$ cat src/rtl/quad_paddle_decoder_pkg.sv
// Shared constants and position arithmetic for the quadrature paddle decoder.
// The renderer draws the paddle with the same position limits.
package quad_paddle_decoder_pkg;

  localparam int POS_W      = 9;    // renderer PaddlePosition width
  localparam int POS_MIN    = 2;    // lower clamp
  localparam int POS_MAX    = 508;  // upper clamp, right edge +120 stays inside border
  localparam int POS_RESET  = 264;  // position after reset
  localparam int STEP       = 2;    // change per legal quadrature edge
  localparam int FILT_LEN   = 4;    // stable clocks before a pin change is accepted
  localparam int FILT_CNT_W = $clog2(FILT_LEN + 1);
  localparam int ERR_W      = 8;

  typedef logic [POS_W-1:0] pos_t;
  typedef logic [POS_W:0]   pos_ext_t;

  // One saturating step; the extra bit keeps the sum from wrapping before the clamp.
  function automatic pos_t next_pos(input pos_t live, input logic up);
    pos_ext_t wide;
    if (up) begin
      wide = {1'b0, live} + pos_ext_t'(STEP);
      if (wide > pos_ext_t'(POS_MAX)) wide = pos_ext_t'(POS_MAX);
    end else begin
      if ({1'b0, live} < pos_ext_t'(POS_MIN + STEP)) wide = pos_ext_t'(POS_MIN);
      else wide = {1'b0, live} - pos_ext_t'(STEP);
    end
    return pos_t'(wide);
  endfunction

endpackage

$ cat src/rtl/quad_glitch_filter.sv
// One encoder pin: two-flop synchroniser followed by a stability counter.
// A new level is accepted only after FILT_LEN consecutive clocks of disagreement
// with the current filtered level; any agreement restarts the count.
module quad_glitch_filter
  import quad_paddle_decoder_pkg::*;
(
  input  logic clk,
  input  logic rst_n,
  input  logic pin,
  input  logic prime,   // load filtered level straight from the synchroniser
  input  logic enable,  // stability counting only runs once primed
  output logic synced,
  output logic filt
);

  logic                  sync_1;
  logic                  sync_2;
  logic [FILT_CNT_W-1:0] cnt;

  assign synced = sync_2;

  // Two-flop synchroniser for the asynchronous pin.
  always_ff @(posedge clk) begin
    if (!rst_n) begin
      sync_1 <= 1'b0;
      sync_2 <= 1'b0;
    end else begin
      sync_1 <= pin;
      sync_2 <= sync_1;
    end
  end

  // Stability counter; reaching FILT_LEN accepts the synchronised level.
  always_ff @(posedge clk) begin
    if (!rst_n) begin
      filt <= 1'b0;
      cnt  <= '0;
    end else if (prime) begin
      filt <= sync_2;
      cnt  <= '0;
    end else if (enable) begin
      if (sync_2 == filt) begin
        cnt <= '0;
      end else if (cnt == FILT_CNT_W'(FILT_LEN - 1)) begin
        filt <= sync_2;
        cnt  <= '0;
      end else begin
        cnt <= cnt + 1'b1;
      end
    end
  end

endmodule

$ cat src/rtl/quad_paddle_decoder.sv
// Quadrature encoder to paddle position: filtered pins are decoded one clock
// after a filter update into up/down steps or illegal-transition errors, the
// live position saturates at POS_MIN/POS_MAX, and a copy is latched per frame.
module quad_paddle_decoder
  import quad_paddle_decoder_pkg::*;
(
  input  logic             clk,
  input  logic             rst_n,
  input  logic             quad_a,
  input  logic             quad_b,
  input  logic             frame_tick,
  output logic [POS_W-1:0] paddle_pos,
  output logic [POS_W-1:0] paddle_pos_live,
  output logic             step_pulse,
  output logic             step_dir,
  output logic             quad_err,
  output logic [ERR_W-1:0] err_count
);

  logic       a_sync, b_sync;
  logic       a_filt, b_filt;
  logic       a_prev, b_prev;
  logic [1:0] warm;
  logic       primed;
  logic       prime;
  logic [1:0] chg;
  logic       dir_now;

  // The synchronisers are cleared by reset too, so priming waits until they
  // hold real pin samples; otherwise a pin held high through reset would look
  // like an edge right after release.
  assign prime   = !primed && (warm == 2'd2);
  assign chg     = {1'b0, a_filt ^ a_prev} + {1'b0, b_filt ^ b_prev};
  assign dir_now = a_filt ^ b_prev;

  quad_glitch_filter u_filt_a (
    .clk    (clk),
    .rst_n  (rst_n),
    .pin    (quad_a),
    .prime  (prime),
    .enable (primed),
    .synced (a_sync),
    .filt   (a_filt)
  );

  quad_glitch_filter u_filt_b (
    .clk    (clk),
    .rst_n  (rst_n),
    .pin    (quad_b),
    .prime  (prime),
    .enable (primed),
    .synced (b_sync),
    .filt   (b_filt)
  );

  // Priming sequencer: count synchroniser fill clocks, then mark primed.
  always_ff @(posedge clk) begin
    if (!rst_n) begin
      warm   <= 2'd0;
      primed <= 1'b0;
    end else if (!primed) begin
      if (warm != 2'd2) warm <= warm + 2'd1;
      else              primed <= 1'b1;
    end
  end

  // Decode filtered pin changes into steps/errors and update the live position.
  always_ff @(posedge clk) begin
    if (!rst_n) begin
      a_prev          <= 1'b0;
      b_prev          <= 1'b0;
      step_pulse      <= 1'b0;
      step_dir        <= 1'b0;
      quad_err        <= 1'b0;
      err_count       <= '0;
      paddle_pos_live <= pos_t'(POS_RESET);
    end else begin
      step_pulse <= 1'b0;
      quad_err   <= 1'b0;
      if (prime) begin
        a_prev <= a_sync;
        b_prev <= b_sync;
      end else if (primed) begin
        a_prev <= a_filt;
        b_prev <= b_filt;
        if (chg == 2'd1) begin
          step_pulse      <= 1'b1;
          step_dir        <= dir_now;
          paddle_pos_live <= next_pos(paddle_pos_live, dir_now);
        end else if (chg == 2'd2) begin
          quad_err <= 1'b1;
          if (err_count != {ERR_W{1'b1}}) err_count <= err_count + 1'b1;
        end
      end
    end
  end

  // Frame latch: the renderer only sees position changes at frame boundaries.
  always_ff @(posedge clk) begin
    if (!rst_n)          paddle_pos <= pos_t'(POS_RESET);
    else if (frame_tick) paddle_pos <= paddle_pos_live;
  end

endmodule

$ cat config.mk
export PLATFORM = sky130hd
export DESIGN_NAME = quad_paddle_decoder
export DESIGN_NICKNAME = d
export VERILOG_FILES = /design/src/rtl/quad_paddle_decoder_pkg.sv /design/src/rtl/quad_glitch_filter.sv /design/src/rtl/quad_paddle_decoder.sv
export SDC_FILE = /design/constraint.sdc
export NUM_CORES = 1
export LEC_CHECK = 0
export CAP_MARGIN = 10
export CORE_ASPECT_RATIO = 1.2
export CORE_UTILIZATION = 57
export CTS_CLUSTER_SIZE = 10
export DETAILED_ROUTE_END_ITERATION = 8
export PLACE_DENSITY = 0.88
export SYNTH_ARGS = -nofsm -noshare
export SYNTH_HDL_FRONTEND = slang
export SYNTH_SLANG_ARGS = --single-unit
$ cat constraint.sdc
create_clock -name clk -period 4.9 [get_ports clk]
set_input_delay 1.47 -clock clk [delete_from_list [all_inputs] [get_ports clk]]
set_output_delay 1.47 -clock clk [all_outputs]
set_load 0.02 [all_outputs]
==> results_dict.tcl <==
set metrics [dict create \
    ys_seq_area_share_pct 40.14 \
    gp_congestion 0.8756 \
    syn_area_per_cell_sq_um 8.778 \
    antenna_found_initial 0 \
    synth_top_area_share_pct 40.14 \
    root_buffer "clkbuf_8" \
    ant_nets 0 \
    synth_most_common_cell "dfxtp_1" \
    grt_max_degree 30 \
    setup_tns_ns 0 \
    async_flop_share_pct 0 \
    fp.dieW_um 58.65 \
    synth_top_area_cell "dfxtp_1" \
    slew_headroom_pct 39.13 \
    fin_skew_ns 0.005152 \
    cts_buffers 5 \
    critical_path_class "register to output port" \
    postCtsHoldBufs 0 \
    reg2reg_to "err_count[5]" \
    fmax_mhz 311.1 \
    ys_top_cells_by_area "dfxtp_1 40%, mux2i_1 5.9%, nor2_1 5.3%" \
    cts_tree "yes" \
    cp_cell_sequence "clkdlybuf4s50_1" \
    finalCritPeriodShare_pct 65.61 \
    fin_util_pct 71.11 \
    stdcell_area_sq_um 2605 \
    p_per_area_nw_per_um2 305.6 \
    h-tree-depth 2 \
    drt-pass1-iter-count 4 \
    crit_path_start_kind "register" \
    die-area_sq_um 4103 \
    postSynthCellCount 250 \
    synth_top_cells_by_count "44 x dfxtp_1, 31 x nor2_1, 13 x mux2i_1, 13 x o21ai_0" \
    final-max-slew-violation-count 0 \
    power.leakage_nw 0.9723 \
    ctsResizeCount 0 \
    grt_pass1_wl_um 8162 \
    grt_use_total_pct 25.61 \
    rsz0062_at_grt "no" \
    max_cap_viol_count 0 \
    viasPerCell 5.883 \
    hold_viol_final 0 \
    path_delay_family "flip-flops" \
    finalPower_w 0.0007962 \
    chipHeight_um 69.97 \
    drive_gt1_share_pct 5.515 \
    crit_required_ns 3.43 \
    setup_violations 0 \
    layout.nets 283 \
    route.detailed.drc 0 \
    end_kind "output port" \
    diodes 0 \
    path_clk_slew_ns 0.08 \
    worst_slew_pin_slew_ns 0.9120 \
    boundaryPins 34 \
    reg2reg_from "u_filt_a.filt" \
    start_util_pct 59.90 \
    io_buffer_count 31 \
    hold_start "u_filt_a.sync_1" \
    arrival_ns 1.74 \
    hp-class "register to register" \
    max_stage_delay_ns 0.72 \
    drt_iter0_drc 119 \
    grt_pass1_vias 1825 \
    whs_path_depth 1 \
    synthesis.area_sq_um 2195 \
    core-area_sq_um 3664 \
    synth_edf_count 0 \
    clk_latency_ns 0.30 \
    placementRows 24 \
    outcome "finished, final reports clean" \
    synthFlopType "dfxtp_1" \
    period_minus_slack_ns 3.215 \
    ys.warnings.count 0 \
    cpMaxStageDelayCell "dfxtp_1" \
    holdPathEnd "u_filt_a.synced" \
    cts_buffer_depth 2 \
    r2r_setup_slack_ns 2.60 \
    synth_seq_cells 44 \
    worst-path-max-fanout 14 \
    syn_to_final_growth_pct 18.70 \
    vias 1906 \
    crit_buf_inv 1 \
    synth.distinct_cells 47 \
    vdd_drop_max_uv 244.1 \
    routedWlPerCell_um 14.53 \
    cts_setup_buffers 0 \
    placed_area_sq_um 2484 \
    place.detailed.hpwl_um 3184 \
    drt-total-wl_um 4707 \
    grt-ovfl-total 0 \
    reg2regPathDepth 7 \
    clock_sinks 44 \
]
## through the flow
step                      setup slack, ns  hold slack [ns]  std cells
after floorplan                     2.634           0.4119        251
after detailed placement            1.604           0.4248        316
after global placement              1.649           0.4145        316
after global routing                1.642           0.4641        324
after CTS                           1.698           0.4534        324
final                               1.685           0.4467        324
## routing by layer
layer	vias up	routed length, um	GRT usage, %
li1	917	-	-
met1	904	1948	30.65
met2	70	2369	42.91
met3	15	260	5.370
met4	0	128	12.17
met5	-	0	0
## layout by cell type, fill, tap and decap left out, types with 10 or more instances in the layout
cell	count
dfxtp_1	44
nor2_1	31
clkdlybuf4s50_1	31
mux2i_1	13
o21ai_0	13
xor2_1	12
nand2_1	12
a21oi_1	12
nand3_1	10
## worst register-to-register path, delay by kind of cell, from the launching register on
| family | cells | cell delay [ns] |
|---|---|---|
| simple gates | 3 | 0.50 |
| fa+ha+maj | 1 | 0.27 |
| xor+xnor | 2 | 0.36 |
| compound gates | 1 | 0.56 |
| flops | 1 | 0.47 |
## sequential cells by signal, summed over array words and instances, names as in the netlist, 2 cells and up
signal / cells
err_count: 8
paddle_pos: 8
paddle_pos_live: 8
u_filt_a.cnt: 3
u_filt_b.cnt: 3
warm: 2
## cell type report
| class | instances | area [sq um] |
|---|---|---|
| Fill cell | 304 | 1059 |
| Clock buffer | 6 | 82.58 |
| Timing Repair Buffer | 31 | 310.3 |
| Inverter | 8 | 30.03 |
| Multi-Input combinational cell | 181 | 1197 |
| Tap cell | 52 | 65.06 |
| Clock inverter | 2 | 38.79 |
| Sequential cell | 44 | 880.8 |
## power by group
group | switching, W | total [W] | leakage (nW) | internal [W]
sequential | 0.0000246 | 0.000397 | 0.356 | 0.000373
clock | 0.000126 | 0.000293 | 0.0614 | 0.000167
combinational | 0.0000589 | 0.000106 | 0.555 | 0.0000474
total | 0.000209 | 0.000796 | 0.972 | 0.000587
## how the worst max path moves through the flow
stage                               to                from  depth (start not counted)
floorplan                       a_prev               rst_n                          4
CTS                 paddle_pos_live[6]  paddle_pos_live[6]                          1
detailed placement  paddle_pos_live[7]               rst_n                          4
global placement    paddle_pos_live[7]               rst_n                          4
global route        paddle_pos_live[6]  paddle_pos_live[6]                          1
finish              paddle_pos_live[6]  paddle_pos_live[6]                          1
## cells by family (layout without fill, tap and decap cells)
| logic type | Yosys count | count (layout) | share of synthesized area, % |
|---|---|---|---|
| AO/OA/AOI/OAI | 46 | 46 | 13.46 |
| XOR/XNOR | 18 | 18 | 7.184 |
| adder cells (fa/ha/maj) | 7 | 7 | 3.991 |
| buffers and inverters | 26 | 47 | 5.473 |
| flip-flops | 44 | 44 | 40.14 |
| multiplexers | 14 | 14 | 6.442 |
| other | 1 | 2 | 0.1709 |
| AND/OR/NAND/NOR | 94 | 94 | 23.15 |
Power figures use the tool's default switching activity.
==> edit, RTL diff (same flow settings) <==
Change the package constant `FILT_LEN` from 4 to 8.
--- a/src/rtl/quad_paddle_decoder_pkg.sv
+++ b/src/rtl/quad_paddle_decoder_pkg.sv
@@ -7,7 +7,7 @@
   localparam int POS_MAX    = 508;  // upper clamp, right edge +120 stays inside border
   localparam int POS_RESET  = 264;  // position after reset
   localparam int STEP       = 2;    // change per legal quadrature edge
-  localparam int FILT_LEN   = 4;    // stable clocks before a pin change is accepted
+  localparam int FILT_LEN   = 8;    // stable clocks before a pin change is accepted
   localparam int FILT_CNT_W = $clog2(FILT_LEN + 1);
   localparam int ERR_W      = 8;
 
Formal check against the unedited RTL: not equivalent (Yosys sat finds a counterexample within 10 cycles, from zero or initial values and one cycle with rst_n low).
==> edit against the unedited design <==
Critical path depth unchanged. Highest routed layer unchanged. Routed wire length increased by 9.4%. Largest cell class unchanged. Worst setup slack better by 0.074 ns. Sequential cell count increased by 2. Synthesized area rose by 7.8%. Sequential share of layout area is 0.25 points lower. Critical endpoint is now paddle_pos_live[3]. Cell area up 5.3%. Total power shrank 4.4%.
==> edit: results (changes against the unedited design) <==
metric	value	unit	change
status	completed		unchanged
first drt pass iteration count	5		was 4
met3 routed WL	358	um	was 260 um
Routed WL	5.15	mm	was 4.71 mm
layout cells sized above 1	0.0435		was 0.0551
via/cell ratio	6.09		was 5.88
seq pwr	0.000415	W	was 0.000397 W
nets	310		was 283
Synth Area in Compound Gates	0.190		was 0.135
cells on worst reg2reg path	6		was 7
M1 WL	2.18	mm	was 1.95 mm
reg-to-reg slack, setup	2.39	ns	was 2.60 ns
Critical Path End	paddle_pos_live[3]		was paddle_pos_live[6]
met2 wire len	2.50	mm	was 2.37 mm
maximum fanout along the worst path	17		was 14
XOR/XNOR Fraction of Synth Area	0.0402		was 0.0718
Yosys cell types	50		was 47
Post-DP Area	0.00266	mm2	was 0.00248 mm2
family with the most delay on the worst path	buffers and inverters		was flip-flops
Post-Route Skew	0.00723	ns	was 0.00515 ns
Setup crit start	paddle_pos_live[3]$_SDFFE_PN1P_		was paddle_pos_live[6]$_SDFFE_PN0P_
Data arrival, critical path	1.67	ns	was 1.74 ns
GRT Total Usage	0.249		was 0.256
adder-cell share of the synthesized area	0.0370		was 0.0399
vias in the first global route	1916		was 1,825
slowest cell on the critical path	clkdlybuf4s50_1		was dfxtp_1
area of the multi-input gates	0.00131	mm2	was 0.00120 mm2
WHS	0.440	ns	was 0.447 ns
Int Power	0.000539	W	was 0.000587 W
Detailed Place HPWL	3.56	mm	was 3.18 mm
maximum resistive drop on vdd	195	uV	was 244 uV
top cells by area, synth	dfxtp_1 39%, mux2i_1 6.3%, nor2_1 4.4%		was dfxtp_1 40%, mux2i_1 5.9%, nor2_1 5.3%
sequential fraction of the synthesis area	0.389		was 0.401
Placer Congestion	0.882		was 0.876
Slew headroom	0.457		was 0.391
first-pass GRT wire length	8.40	mm	was 8.16 mm
==> edit: final cells by class <==
| class | instances | area share |
|---|---|---|
| Multi-Input combinational cell | 203 | 0.478 |
| Sequential cell | 46 | 0.336 |
| Timing Repair Buffer | 32 | 0.116 |
| Clock buffer | 5 | 0.0251 |
| Tap cell | 54 | 0.0246 |
| Inverter | 10 | 0.0137 |
| Clock inverter | 3 | 0.00684 |
==> edit: layer usage <==
| metal | global-route usage | vias to the layer above |
|---|---|---|
| met5 | 0 | - |
| met4 | 0.0985 | 0 |
| met3 | 0.0621 | 22 |
| met2 | 0.415 | 97 |
| met1 | 0.303 | 986 |
| li1 | - | 1045 |
==> edit: stage by stage <==
step,setup WS (ns),instances
floorplan,2.41,281
global placement,1.66,345
detailed placement,1.64,345
CTS,1.76,353
global route,1.68,353
finish,1.76,353
